===== config.mk =====
export PLATFORM = sky130hd
export DESIGN_NAME = approx_mult_erc_seq
export DESIGN_NICKNAME = d
export VERILOG_FILES = /design/src/rtl/approx_mult_erc_seq.sv
export SDC_FILE = /design/constraint.sdc
export NUM_CORES = 1
export LEC_CHECK = 0
export CAP_MARGIN = 10
export CORE_MARGIN = 2
export CORE_UTILIZATION = 35
export DETAILED_ROUTE_END_ITERATION = 8
export GPL_ROUTABILITY_DRIVEN = 0
export SETUP_SLACK_MARGIN = 0.05
export SYNTH_ARGS = -nofsm -noshare
export SYNTH_HDL_FRONTEND = slang
export SYNTH_SLANG_ARGS = --single-unit

===== constraint.sdc =====
create_clock -name clk -period 5.7 [get_ports clk]
set_clock_uncertainty 0.15 [all_clocks]
set_input_delay 1.14 -clock clk [delete_from_list [all_inputs] [get_ports clk]]
set_output_delay 1.14 -clock clk [all_outputs]
set_load 0.02 [all_outputs]

===== src/rtl/approx_mult_erc_seq.sv =====
// rtl/approx_mult_erc_seq.sv - sequential OR-approximate multiplier with top-bit error recovery
// Optional feature macro: ERR_STATS_EN adds a saturating inexact-result counter err_count.
module approx_mult_erc_seq #(
  parameter int WIDTH        = 8,
  parameter int RECOVER_BITS = 8
) (
  input  logic                 clk,
  input  logic                 rst,
  input  logic                 in_valid,
  output logic                 in_ready,
  input  logic [WIDTH-1:0]     a,
  input  logic [WIDTH-1:0]     b,
  output logic                 out_valid,
  input  logic                 out_ready,
  output logic [2*WIDTH-1:0]   product,
  output logic [2*WIDTH-1:0]   approx,
  output logic [2*WIDTH-1:0]   err_vec
`ifdef ERR_STATS_EN
  ,
  output logic [15:0]          err_count
`endif
);

  localparam int PW = 2 * WIDTH;
  localparam int IW = (WIDTH > 1) ? $clog2(WIDTH) : 1;
  localparam logic [PW-1:0] ONES     = '1;
  localparam logic [PW-1:0] MASK     = ~(ONES >> RECOVER_BITS);
  localparam logic [IW-1:0] IDX_LAST = IW'(WIDTH - 1);

  typedef enum logic [1:0] {IDLE, ACCUM, RECOVER, DONE} state_t;

  state_t          state_q, state_d;
  logic [WIDTH-1:0] a_q, b_q;
  logic [PW-1:0]   acc_q, err_q;
  logic [IW-1:0]   idx_q;
  logic [PW-1:0]   product_q, approx_q, err_vec_q;
  logic [PW-1:0]   a_ext, pp;

  assign a_ext = {{WIDTH{1'b0}}, a_q};
  assign pp    = b_q[idx_q] ? (a_ext << idx_q) : '0;

  always_ff @(posedge clk) begin
    if (rst) state_q <= IDLE;
    else     state_q <= state_d;
  end

  always_comb begin
    state_d = state_q;
    case (state_q)
      IDLE:    if (in_valid) state_d = ACCUM;
      ACCUM:   if (idx_q == IDX_LAST) state_d = RECOVER;
      RECOVER: state_d = DONE;
      DONE:    if (out_ready) state_d = IDLE;
      default: state_d = IDLE;
    endcase
  end

  always_comb begin
    in_ready  = (state_q == IDLE);
    out_valid = (state_q == DONE);
  end

  // acc keeps the carry-free OR sum; the AND term is exactly what the OR dropped.
  always_ff @(posedge clk) begin
    if (rst) begin
      a_q       <= '0;
      b_q       <= '0;
      acc_q     <= '0;
      err_q     <= '0;
      idx_q     <= '0;
      product_q <= '0;
      approx_q  <= '0;
      err_vec_q <= '0;
    end else begin
      case (state_q)
        IDLE: if (in_valid) begin
          a_q   <= a;
          b_q   <= b;
          acc_q <= '0;
          err_q <= '0;
          idx_q <= '0;
        end
        ACCUM: begin
          acc_q <= acc_q | pp;
          err_q <= err_q + (acc_q & pp);
          idx_q <= idx_q + 1'b1;
        end
        RECOVER: begin
          product_q <= acc_q + (err_q & MASK);
          approx_q  <= acc_q;
          err_vec_q <= err_q;
        end
        default: ;
      endcase
    end
  end

`ifdef ERR_STATS_EN
  logic [15:0] err_count_q;
  always_ff @(posedge clk) begin
    if (rst) begin
      err_count_q <= '0;
    end else if (state_q == RECOVER && |(err_q & ~MASK) && err_count_q != 16'hFFFF) begin
      err_count_q <= err_count_q + 16'd1;
    end
  end
  assign err_count = err_count_q;
`endif

  assign product = product_q;
  assign approx  = approx_q;
  assign err_vec = err_vec_q;

endmodule


Word level (Yosys, flattened, before mapping). Cells that the tools add are included.

Output and inout bits: 50. Bits of input ports: 20. Bits in registers: 101. Word-level logic and storage cells: 40.

Add/sub/neg operators: 3. Bitwise operators: 2. Muxes and demuxes: 12. Reductions and logical operators: 5. Equal/unequal tests: 7. Shifts and indexed selects: 1. Magnitude comparators: 1.

Operators with widths (number): 16-bit one-hot mux with 2 select lines (2); 16-bit adder (2); 16-bit 2-to-1 mux (2); 16-bit bitwise AND (1); 16-bit bitwise OR (1); 8-bit by 3-bit left shift with 16-bit output (1); 2-bit one-hot mux with 4 select lines (1); 2-bit 2-to-1 mux (3); 3-bit one-hot mux with 2 select lines (1); 2-bit equality test, second input constant (2); 3-bit by 4-bit < comparator with 1-bit output, second input constant (1); 2-bit != test, second input constant (2); 2-bit AND reduction (2); 3-bit by 1-bit adder with 3-bit output, second input constant (1); 1-bit binary-select mux with 3-bit select (1); 3-bit equality test, second input constant (1); 3-bit 2-to-1 mux (1); 3-bit AND reduction (1); 2-bit by 1-bit equality test with 1-bit output, second input constant (1); 2-bit zero test (1); 2-bit by 1-bit != test with 1-bit output, second input constant (1); 2-bit nonzero test (1); 1-bit 2-to-1 mux (1).

Logic depth before layout (Yosys ltp).
Depth after elaboration: 6. Mapped depth: 14. Mapped depth without buffers: 12.

Worst setup path before layout. Ideal clock, no wire load.

Path kind: reg-to-reg. Start: register idx_q[0]. End: register err_q[7]. Arrival: 3.135 ns. Data required time: 5.433 ns. Cell stages (with the launch flop): 14. Clock period less this slack: 3.403 ns. Slack: 2.297 ns. Setup time: 0.117 ns. Path buffers: 2. Cells stage by stage: dfxtp_1 -> buf_6 -> mux4_2 -> and2_4 -> or2_4 -> buf_6 -> and3_1 -> ha_1 -> a21oi_1 -> nand2_1 -> o21ai_1 -> a21boi_0 -> or3_1 -> a32o_1.

Longest elaborated chain between the ends: 6. Elaborated cells between the ends (all ways): 7. Those cells by class: add/sub: 1; shift: 1; mux: 4; bitwise: 1.

RTL lines: from (decl) (RTL line 35) `logic [IW-1:0] idx_q;`; from (signal assigned) (RTL line 86) `idx_q <= idx_q + 1'b1;`; 1-bit binary-select mux with 3-bit select (RTL line 40) `assign pp = b_q[idx_q] ? (a_ext << idx_q) : '0;`; 1-bit 2-to-1 mux (not written as such) (RTL line 40); 16-bit 2-to-1 mux (*) (RTL line 40); 16-bit bitwise AND (*) (RTL line 85) `err_q <= err_q + (acc_q & pp);`; 16-bit adder (*) (RTL line 85); 16-bit one-hot mux with 2 select lines (*) (RTL line 75) `case (state_q)`; to (signal assigned) (RTL line 85); to (decl) (RTL line 34) `logic [PW-1:0] acc_q, err_q;`.

Every way passes the cells marked *; elsewhere a longest branch is shown, timed or not. The select of a mux whose other input is x is not followed. A chain may end at the register's enable or synchronous reset.

Worst setup path in the final report. Same ends and word-level chain as after synthesis.

==> metrics <==
core area=13,200 µm²; initial antenna violation count=0; dominant cells by area after synthesis=dfxtp_1 (39%), mux2i_1 (9.8%), ha_1 (7.4%), nor2_1 (5.8%), a21oi_1 (4.8%); Routed WL per cell=14.9 µm; worst slew pin tran=between 1 and 1.5 ns; WL final=about 11,000 µm; final hold slack=0.306 ns; post-synth top area cell=dfxtp_1; fmax=246 MHz; WS Path Type=flop to flop; Via density=5.15; largest family of logic cells by synthesized area=simple AND/OR/NAND/NOR gates; GRT Total Usage=16.4%; worst r2r src=idx_q[0]; critical path arrival=roughly 4.1 ns; distinct cell type count after synthesis=55; period utilization=71.2%; CTS Root Cell=clkbuf_16; # DRC=0; post-synthesis mux area share=12.4%; initial drt markers=212; Critical path origin=idx_q[0]; CTS Hold Buffers Added=0; crit path capture=err_q[7]; die height=roughly 120 µm; FP Rows=42; Async SR Flop Fraction=0%; post-route setup TNS=0 ns; sequential cell area fraction in the yosys report=38.7%; Hold Crit Class=flop to flop; first-pass GRT wire length=18,900 µm; LEAKAGE=0.00217 µW; Clock transition at path regs=about 0.060 ns; Final Max Tran Viols=0; die area=14,400 µm²; cts bufs inserted=9; IO Pins=70; grt ovf=0; crit-path max cell delay=roughly 0.82 ns; XOR/XNOR share of the synthesized area=2.42%; cell count after synthesis=between 500 and 600; post-synthesis cell area=4710 µm²; worst vdd rail ir drop=approximately 0.14 mV; Final Critical Period=4.06 ns; DP HPWL=about 8300 µm; Required @ worst endpoint=just under 6 ns; Synth Area in Simple Gates=17.1%; worst skew pair latency=between 0.3 and 0.4 ns; run status=finished clean; NumNets Final=628; clk sinks=91; via count=~3,900; vias in the first global route=3,764; Worst R2R End=err_q[7]; worst r2r path cells=11; Initial Util=35.7%; DP Worst Slack=1.69 ns; Post-CTS Resized=0; Ant. Diodes=0; clock buffer depth=2; Filler Cell Count=1,288; Synth Area in Compound Gates=approximately 16%; post-route worst setup slack=about 1.6 ns; Max-cap violations=0; RSZ-0062 raised after global routing=false; layout cells sized above 1=around 5.2%; crit end category=flop; Critical Path Fanout Max=20; Levels on crit path=11; Synth top cells by count=dfxtp_1 (91), nor2_1 (73), nand2_1 (48); PD cells=~300 nW/µm²; warning count from the yosys run=0; type of origin of the critical path=flop; Slowest-stage cell, CP=dfxtp_1; DRT Pass-1 Iters=4; Post-Synth Adder-Cell Area=a little over 8%; reg2reg setup slack=1.64 ns; CP delay by family, top=simple AND/OR/NAND/NOR gates; Die X-Extent=120 µm; post-synthesis net count=582; number of synthesized flops with an enable pin=0; worst path cell trace=mux4_2 > nor2b_4 > or2_4 > and3_1 > ha_1 > a21oi_1 > nand2_1 > o21ai_1 > a21boi_0 > or3_1 > a32o_1; most common flop cell mapped by yosys=dfxtp_1; Post-Syn Area per Cell=~9 µm²; Rel. slew slack=25.5%; Post-CTS Setup Bufs=0; Hold Violations, Final=0; CTS tree=built; worst path bufs/invs=0; Yosys reg bits=91; post-route ant nets=0; Synth top area share=38.7%; port bufs=68; largest net degree at the start of global routing=53; Area Growth Syn to Fin=21.1%; top-count cell post-synth=dfxtp_1; # setup viols final=0; H-tree Lvls=3
==> logic make-up (layout without fill, tap and decap cells) <==
logic type | after synthesis | after routing
xor+xnor | 13 | 13
fa+ha+maj | 30 | 30
simple gates | 175 | 175
flops | 91 | 91
mux | 55 | 55
compound gates | 117 | 117
buf+inv | 50 | 100
other cells | 1 | 1
==> registers in the layout, indices dropped and copies added, names as in the netlist <==
signal,cells
err_vec,16
idx_q,3
product,16
err_q,16
acc_q,15
a_q,8
b_q,8
approx,7
state_q,2
==> through the flow <==
stage          cells  cell area, µm²  total power [µW]  utilization, %
2_1_floorplan    532            4710              1070               -
3_3_place_gp     743            5440              1170            41.2
3_5_place_dp     743            5440              1190            41.2
4_1_cts          758            5700              1730            43.2
5_1_grt          758            5700              1800            43.2
6_report         758            5700              1710            43.2
==> final cells by class <==
| cell class | instances | area (µm²) | share of cell area [%] |
|---|---|---|---|
| clock buffers | 13 | 250 | 4.39 |
| inverters | 15 | 56.3 | 0.987 |
| flip-flops and latches | 91 | 1820 | 31.9 |
| repair buffers | 70 | 691 | 12.1 |
| clock inverters | 2 | 12.5 | 0.219 |
| well taps | 176 | 220 | 3.86 |
| multi-input cells | 391 | 2650 | 46.5 |
==> metal layers <==
layer  track usage [%]  wire length [µm]  vias to the layer above  share of wire, %
met5                 0                 0                        -                 0
li1                  -                 -                     1959                 -
met4              6.10               275                        0               2.4
met3              3.71               587                       22               5.2
met1              21.8              5230                     1815                46
met2              25.7              5210                      108                46
==> power breakdown <==
part	internal [µW]	switching (µW)	total, µW
sequential	675	47.2	722
clock	305	232	537
combinational	175	275	450
total	1150	554	1710
==> layout by cell type (no fill, tap or decap), types with 2 or more instances in the layout <==
cell	count
dfxtp_1	91
nor2_1	73
clkdlybuf4s50_1	67
nand2_1	48
mux2i_1	46
a21oi_1	45
ha_1	27
o21ai_0	17
inv_1	15
and3_1	15
xnor2_1	10
clkbuf_16	9
nand3_1	8
nor2b_1	7
mux2_2	7
a211oi_1	7
a22o_1	7
a22oi_1	7
a32o_1	6
o21a_1	6
nor3b_1	4
and2_1	4
o211ai_1	4
a21o_1	3
or3_1	3
xor2_1	3
clkbuf_1	3
mux4_2	2
nand2b_1	2
a31oi_1	2
or4_1	2
o21ai_1	2
a21boi_0	2
fa_1	2
buf_4	2
==> worst reg2reg max path, delay by kind of cell (launching register included) <==
family                   cells  cell delay (ns)
AND/OR/NAND/NOR              5             1.12
flip-flops                   1             0.82
adder cells (fa/ha/maj)      1             0.34
AO/OA/AOI/OAI                4             0.92
multiplexers                 1             0.59
==> worst min path at each step <==
stage	startpoint	to	slack (ns)	cells past startpoint
after global placement	b_q[3]	b_q[3]	0.31	2
after floorplan	b_q[2]	b_q[2]	0.28	2
after CTS	b_q[3]	b_q[3]	0.31	2
after global routing	b_q[1]	b_q[1]	0.33	2
final	b_q[3]	b_q[3]	0.31	2
after detailed placement	b_q[3]	b_q[3]	0.30	2
Power figures use the tool's default switching activity.
